[src/rtl/mux_pkg.sv]
// Shared types and constants for the N:1 word selector family.
// Provides the skid FSM state encoding and the default word width.
package mux_pkg;

  typedef enum logic [1:0] {
    EMPTY,
    ONE,
    FULL
  } mux_state_t;

  localparam int DEFAULT_WIDTH = 32;

endpackage

[src/rtl/mux_n_comb.sv]
// Pure combinational N:1 word selector; out-of-range select gives zero.
// Ports: data (N flattened words), sel, word (selected), bad (sel >= N).
module mux_n_comb
  import mux_pkg::*;
#(
  parameter int WIDTH = DEFAULT_WIDTH,
  parameter int N     = 6,
  parameter int SELW  = $clog2(N)
) (
  input  logic [N*WIDTH-1:0] data,
  input  logic [SELW-1:0]    sel,
  output logic [WIDTH-1:0]   word,
  output logic               bad
);

  // Equality against each legal code avoids a constant
  // compare when N is a power of two.
  always_comb begin
    word = '0;
    bad  = 1'b1;
    for (int k = 0; k < N; k++) begin
      if (sel == k[SELW-1:0]) begin
        word = data[k*WIDTH +: WIDTH];
        bad  = 1'b0;
      end
    end
  end

endmodule

[src/rtl/mux_n_pipe.sv]
// N:1 word selector with registered valid/ready output and 2-entry skid.
// Ports: CLK, RST_N, in_* producer side, out_* consumer side, err_* status.
module mux_n_pipe
  import mux_pkg::*;
#(
  parameter int WIDTH = DEFAULT_WIDTH,
  parameter int N     = 6,
  parameter int ERRW  = 8,
  localparam int SELW = $clog2(N)
) (
  input  logic               CLK,
  input  logic               RST_N,
  input  logic [N*WIDTH-1:0] in_data,
  input  logic [SELW-1:0]    in_sel,
  input  logic               in_valid,
  output logic               in_ready,
  output logic [WIDTH-1:0]   out_data,
  output logic [SELW-1:0]    out_sel,
  output logic               out_valid,
  input  logic               out_ready,
  input  logic               err_clr,
  output logic               sel_err,
  output logic [ERRW-1:0]    err_cnt
);

  mux_state_t       state_q;
  mux_state_t       state_d;
  logic             rdy_q;
  logic [WIDTH-1:0] main_data;
  logic [SELW-1:0]  main_sel;
  logic [WIDTH-1:0] skid_data;
  logic [SELW-1:0]  skid_sel;
  logic             err_q;
  logic [ERRW-1:0]  cnt_q;

  logic [WIDTH-1:0] word;
  logic             bad;
  logic             acc;
  logic             pop;
  logic             ill;
  logic             ld_in;
  logic             ld_skid;
  logic             ld_from_skid;

  mux_n_comb #(
    .WIDTH (WIDTH),
    .N     (N),
    .SELW  (SELW)
  ) u_sel (
    .data (in_data),
    .sel  (in_sel),
    .word (word),
    .bad  (bad)
  );

  assign out_valid = (state_q != EMPTY);
  assign in_ready  = rdy_q;
  assign out_data  = main_data;
  assign out_sel   = main_sel;
  assign sel_err   = err_q;
  assign err_cnt   = cnt_q;

  assign acc = in_valid && rdy_q;
  assign pop = out_valid && out_ready;
  // Gated by acc so an X select on an idle cycle never reaches state.
  assign ill = acc && bad;

  always_comb begin
    state_d      = state_q;
    ld_in        = 1'b0;
    ld_skid      = 1'b0;
    ld_from_skid = 1'b0;
    unique case (state_q)
      EMPTY: begin
        if (acc) begin
          state_d = ONE;
          ld_in   = 1'b1;
        end
      end
      ONE: begin
        if (acc && pop) begin
          ld_in = 1'b1;
        end else if (pop) begin
          state_d = EMPTY;
        end else if (acc) begin
          state_d = FULL;
          ld_skid = 1'b1;
        end
      end
      FULL: begin
        if (pop) begin
          state_d      = ONE;
          ld_from_skid = 1'b1;
        end
      end
      default: state_d = EMPTY;
    endcase
  end

  always_ff @(posedge CLK or negedge RST_N) begin
    if (!RST_N) begin
      state_q   <= EMPTY;
      rdy_q     <= 1'b0;
      main_data <= '0;
      main_sel  <= '0;
      skid_data <= '0;
      skid_sel  <= '0;
    end else begin
      state_q <= state_d;
      // Registered ready: never a combinational path from out_ready.
      rdy_q   <= (state_d != FULL);
      if (ld_in) begin
        main_data <= word;
        main_sel  <= in_sel;
      end else if (ld_from_skid) begin
        main_data <= skid_data;
        main_sel  <= skid_sel;
      end
      if (ld_skid) begin
        skid_data <= word;
        skid_sel  <= in_sel;
      end
    end
  end

  always_ff @(posedge CLK or negedge RST_N) begin
    if (!RST_N) begin
      err_q <= 1'b0;
      cnt_q <= '0;
    end else if (err_clr) begin
      // Clear wins, but a same-cycle illegal accept still counts.
      err_q <= ill;
      cnt_q <= ill ? ERRW'(1) : '0;
    end else if (ill) begin
      err_q <= 1'b1;
      if (cnt_q != '1) begin
        cnt_q <= cnt_q + ERRW'(1);
      end
    end
  end

endmodule

[config.mk]
export PLATFORM = sky130hd
export DESIGN_NAME = mux_n_pipe
export DESIGN_NICKNAME = d
export VERILOG_FILES = /design/src/rtl/mux_pkg.sv /design/src/rtl/mux_n_comb.sv /design/src/rtl/mux_n_pipe.sv
export SDC_FILE = /design/constraint.sdc
export NUM_CORES = 1
export LEC_CHECK = 0
export ABC_AREA = 1
export ABC_CLOCK_PERIOD_IN_PS = 1500
export CAP_MARGIN = 20
export CORE_UTILIZATION = 39
export CTS_CLUSTER_SIZE = 16
export DETAILED_ROUTE_END_ITERATION = 10
export PLACE_DENSITY = 0.9
export SETUP_SLACK_MARGIN = 0.2
export SLEW_MARGIN = 20
export SYNTH_ARGS = -nofsm -noshare
export SYNTH_HDL_FRONTEND = slang
export SYNTH_SLANG_ARGS = --single-unit
[constraint.sdc]
create_clock -name CLK -period 1.5 [get_ports CLK]
set_clock_uncertainty 0.05 [all_clocks]
set_input_delay 0.225 -clock CLK [delete_from_list [all_inputs] [get_ports CLK]]
set_output_delay 0.225 -clock CLK [all_outputs]
set_load 0.05 [all_outputs]
Word level (Yosys, flattened, before mapping):

Index checks and enable logic that the tools add are counted.
W data, S select, Z words.

* add/subtract/negate cells: 1
* equality and inequality tests: 9
* mux-type cells: 36
* reduce and logical (&&, ||, !) cells: 11

Operators with widths (count)
* $mux W32: 8
* $mux W8: 3
* $mux W1: 16
* $mux W2: 5
* $add A8 B1 Y8 const B: 1
* $ne A8 B8 Y1 const B: 1
* $reduce_bool A2 Y1: 4
* $eq A3 B2 Y1 const B: 2
* $eq A3 B3 Y1 const B: 2
* $mux W3: 2
* $pmux W2 S3: 1
* $logic_and A1 B1 Y1: 4
* $eq A3 B1 Y1 const B: 1
* $logic_not A3 Y1: 1
* $eq A2 B1 Y1 const B: 1
* $eq A2 B2 Y1 const B: 1
* $logic_not A2 Y1: 1
* $ne A2 B2 Y1 const B: 1
* $pmux W1 S2: 1
* $reduce_and A2 Y1: 1

* register bits after elaboration: 82
* input bits: 200
* output and inout bits: 46

Longest topological paths before layout:

Gate-level depths: netlist (run 1).

* depth after elaboration: 10
* gate-level depth with buffers: 11
* depth with buffers taken out: 9

Cells and area by module:

Synthesis (run 1) repeated with hierarchy kept, for this count alone.

* cells, all modules: 788
* area total of the unflattened synthesis: 5207.5 sq um

Modules (own cells, without submodules)
* mux_n_pipe: instances 1, cells each 430, area each 3618.5 sq um
* mux_n_comb: instances 1, cells each 358, area each 1589.0 sq um

Worst setup path after synthesis (run 1):

No wires, ideal clock.

* path kind: register to register
* start: register rdy_q, in the netlist in_ready
* end: register main_data[16], in the netlist out_data[16]
* setup time: 0.118 ns
* arrival: 1.636 ns
* required time: 1.332 ns
* slack: -0.304 ns
* stages on the path, launching flop included: 8
* path buffers: 2
* cell sequence: dfrtp_1 nand2_1 nor3_4 buf_4 buf_2 nand3_1 nand2_1 nand2_1

* word-level cells in the longest chain between the ends: 5
* elaborated cells on any way between the ends: 7
* classes of those cells: mux (4); reduce/logical (3)

RTL lines
* start, declared: line mux_n_pipe.sv:28 `logic rdy_q;`
* start signal, assigned: line mux_n_pipe.sv:111 `rdy_q <= (state_d != FULL);`
* $logic_and A1 B1 Y1 *: line mux_n_pipe.sv:63 `assign acc = in_valid && rdy_q;`
* $logic_and A1 B1 Y1: line mux_n_pipe.sv:81 `if (acc && pop) begin`
* $mux W1: line mux_n_pipe.sv:81
* $pmux W1 S2 *: line mux_n_pipe.sv:73 `unique case (state_q)`
* $mux W32 / $reduce_bool A2 Y1 (equally long branches)
* end signal, assigned: line mux_n_pipe.sv:113 `main_data <= word;`
* end signal, assigned: line mux_n_pipe.sv:116 `main_data <= skid_data;`
* end, declared: line mux_n_pipe.sv:29 `logic [WIDTH-1:0] main_data;`

Every way passes the cells marked *; elsewhere a longest branch is shown, timed or not.
A chain may end at the register's enable or synchronous reset.

Worst setup path after layout (run 1):

* start: register rdy_q, in the netlist in_ready
* end: register main_data[18], in the netlist out_data[18]

The elaborated chain is that of the path after synthesis.

==> impl_metrics.ini, run 1 <==
[synthesis]
ys_seq_area_frac = 0.365
synth-seq-cells = 82
syn_inst = 876
ys.flop_type = dfrtp_1
synth_top_cell_area_share = 0.365
synth-async-reset-ratio = 1.00
synth_enable_flop_cells = 0
ys_top_cells_by_area = dfrtp_1 (37%), nand2_1 (19%), nor2_1 (9.4%), nand4_1 (9.1%), nand3_1 (7.6%)
yosysWarningCount = 0
syn-cell-area_um2 = 5620
syn_avg_cell_area_um2 = 6.41
synthDistinctLibCells = 31
syn_nets = 1077
synth_top_area_cell = dfrtp_1

[floorplan]
num_rows = 43
die_w_um = 122
die_h_um = 122
ios = 246
dieArea_um2 = 14900
start_util = 0.401
core_um2 = 14000

[timing]
maxSlewHeadroom = 0.679
finalSetupViolCount = 65
slew_violations = 0
grt_setup_unrepaired = yes
setup-tns-final_ns = -4.92
hold_viol_final = 0
fmax_mhz = 576
setup_ws_ns = -0.237
hold_ws_ns = 0.358
finalCriticalPeriod_ns = 1.74
tightest_slew_ns = 0.482
period_share = 1.16

[drt]
first_pass_iters = 7
drtIter0Drc = 738
wl_per_cell_um = 21.3
drc_errors = 0
vias = 7964
wl_um = 28900
antenna_left = 0
vias_per_cell = 5.86

[power_and_ir_drop]
p_per_area_nw_per_um2 = 1430
p_leak_nw = 5.02
irDropWorstVdd_mv = 0.876

[placed_design]
dpl_cell_area_um2 = 9090
dp_hpwl_um = 16300
dp_worst_setup_slack_ns = -0.722
portBuffers = 245
gp_congestion = 0.906

[worst_setup_path]
setup.worst_path.class = register to register
cp.required_ns = 1.66
crit_path_top_delay_cell = dfrtp_2
crit_fanout = 7
worstSetupStartpointType = register
cp_num_buf_inv = 3
cp_top_family = buffers and inverters
cp-end-kind = register
critPathArrivalTime_ns = 1.90
crit_path_max_incr_delay_ns = 0.45
cp_cell_sequence = nand2_4 -> nor3_4 -> buf_12 -> a21oi_4 -> buf_12 -> clkbuf_16 -> nor2_4 -> nand2_1 -> nand2_1

[clock_network]
cts_made_buffers = 9
root_buffer = clkbuf_16
cts.reportedPaths.clkPinSlew_ns = 0.07
h-tree-depth = 3
clock_latency_ns = 0.34
cts_buffer_depth = 2
tritoncts = yes
cts_sinks = 82

[final_layout]
final_util = 0.783
fill_cells = 839
finalNetCount = 1375
final_area_um2 = 11000
multiInputGateArea_um2 = 3700
area_growth_pct = 95.1
regArea_um2 = 2060
drive_above_1_share = 0.270

[outcome]
violations = negative setup slack
outcome = finished, violations left

[hold_path]
hold_path_class = input pin to asynchronous set/reset pin

[global_routing]
grt_pass1_vias = 7401
grt_max_degree = 70
grt_pass1_wl_um = 37600
antenna_found_initial = 1
grt_usage = 0.334
grt_overflow_total = 0

[flow_run]
max-cap-violations = 0
[final cells by class]
type / count / share of cell area
timing repair buffer: 340 / 0.397
tap: 180 / 0.0206
sequential: 82 / 0.188
multi-input combinational: 663 / 0.338
clock inverter: 5 / 0.00560
inverter: 78 / 0.0290
clock buffer: 11 / 0.0222
antenna: 1 / 0.000228
[synthesized netlist by cell type (7+ instances only)]
| library cell | count |
|---|---|
| nand2_1 | 277 |
| nor2_1 | 141 |
| nand3_1 | 85 |
| dfrtp_1 | 82 |
| nand4_1 | 82 |
| inv_1 | 73 |
| buf_2 | 29 |
| a31oi_1 | 18 |
| clkbuf_1 | 16 |
| o21ai_0 | 13 |
| o21ai_1 | 8 |
| or2_1 | 7 |
[path summary, 6_finish.rpt]
check / from / endpoint / slack, ns / cells past startpoint
min: RST_N / out_data[29] / 0.36 / 3
max: in_ready / out_data[18] / -0.24 / 9
min reg2reg: skid_data[29] / skid_data[29] / 0.45 / 2
min in group CLK: in_sel[0] / skid_sel[0] / 0.36 / 4
max in group asynchronous: RST_N / in_ready / 0.56 / 3
max reg2reg: in_ready / out_data[18] / -0.24 / 9
[flip-flops by register name (all words and copies together), names as in the netlist]
signal,cells
err_cnt,8
in_ready,1
out_data,32
out_sel,3
sel_err,1
skid_data,32
skid_sel,3
state_q,2
[metal layers]
layer  vias up  track usage  part of all wire
li1       3458            -                 -
met1      3710        0.361              0.34
met2       625        0.592              0.49
met3       169       0.0829              0.10
met4         2        0.188             0.066
met5         -            0           0.00038
[per-stage QoR]
step	power (mW)	std cells
2_1_floorplan	7.33	876
3_3_place_gp	10.8	1293
3_5_place_dp	11.0	1293
4_1_cts	14.0	1338
5_1_grt	16.2	1359
6_report	15.7	1360
[worst reg2reg max path: stages, from the launching register on]
cell	delay [ns]
dfrtp_2	0.45
nand2_4	0.13
nor3_4	0.06
buf_12	0.14
a21oi_4	0.18
buf_12	0.20
clkbuf_16	0.19
nor2_4	0.04
nand2_1	0.09
nand2_1	0.09
[repair_timing]
action / CTS / global route
hold buffers: 1 / 0
pin swaps: 12 / 52
endpoints found under the setup margin: 85 / 90
endpoints found under the hold margin: 82 / 0
gates cloned: 13 / 8
resized for setup: 64 / 167
buffers inserted: 15 / 13
[where the power goes]
group / total, mW / leakage [nW] / internal, mW / switching (mW)
combinational: 9.19 / 3.87 / 4.31 / 4.87
clock: 2.34 / 0.150 / 1.35 / 0.995
sequential: 4.13 / 0.997 / 3.15 / 0.976
[cells in the final DEF, fill, tap and decap left out, types with 3 or more instances in the layout]
cell type and n:
a31oi_1 13, a31oi_4 3, buf_12 70, buf_16 9, buf_2 3, buf_4 35
buf_6 16, clkbuf_16 17, clkdlybuf4s50_1 193, clkinv_4 3, dfrtp_1 74, dfrtp_2 8
inv_1 67, inv_2 5, inv_4 3, nand2_1 228, nand2_2 40, nand2_4 10
nand3_1 69, nand3_2 13, nand3_4 6, nand4_1 82, nor2_1 102, nor2_2 14
nor2_4 29, o21ai_1 8, o21ai_2 10, or2_0 5, or2_1 7, or2_2 6
[kinds of logic after synthesis]
family / after synthesis / synth area share
flip-flops: 82 / 0.365
XOR/XNOR: 3 / 0.00468
adder cells (fa/ha/maj): 1 / 0.00223
buffers and inverters: 133 / 0.0987
AO/OA/AOI/OAI: 45 / 0.0466
AND/OR/NAND/NOR: 612 / 0.482
No activity file was read; power rests on OpenSTA's default activity.
==> inputs of run 2 (changes only) <==
--- a/config.mk
+++ b/config.mk
@@ -9,7 +9,6 @@
 export ABC_CLOCK_PERIOD_IN_PS = 1500
 export CAP_MARGIN = 20
 export CORE_UTILIZATION = 39
-export CTS_CLUSTER_SIZE = 16
 export DETAILED_ROUTE_END_ITERATION = 10
 export PLACE_DENSITY = 0.9
 export SETUP_SLACK_MARGIN = 0.2
==> results of run 2 <==
Same layout as run 1: the final DEF is identical, and so are final timing and power.
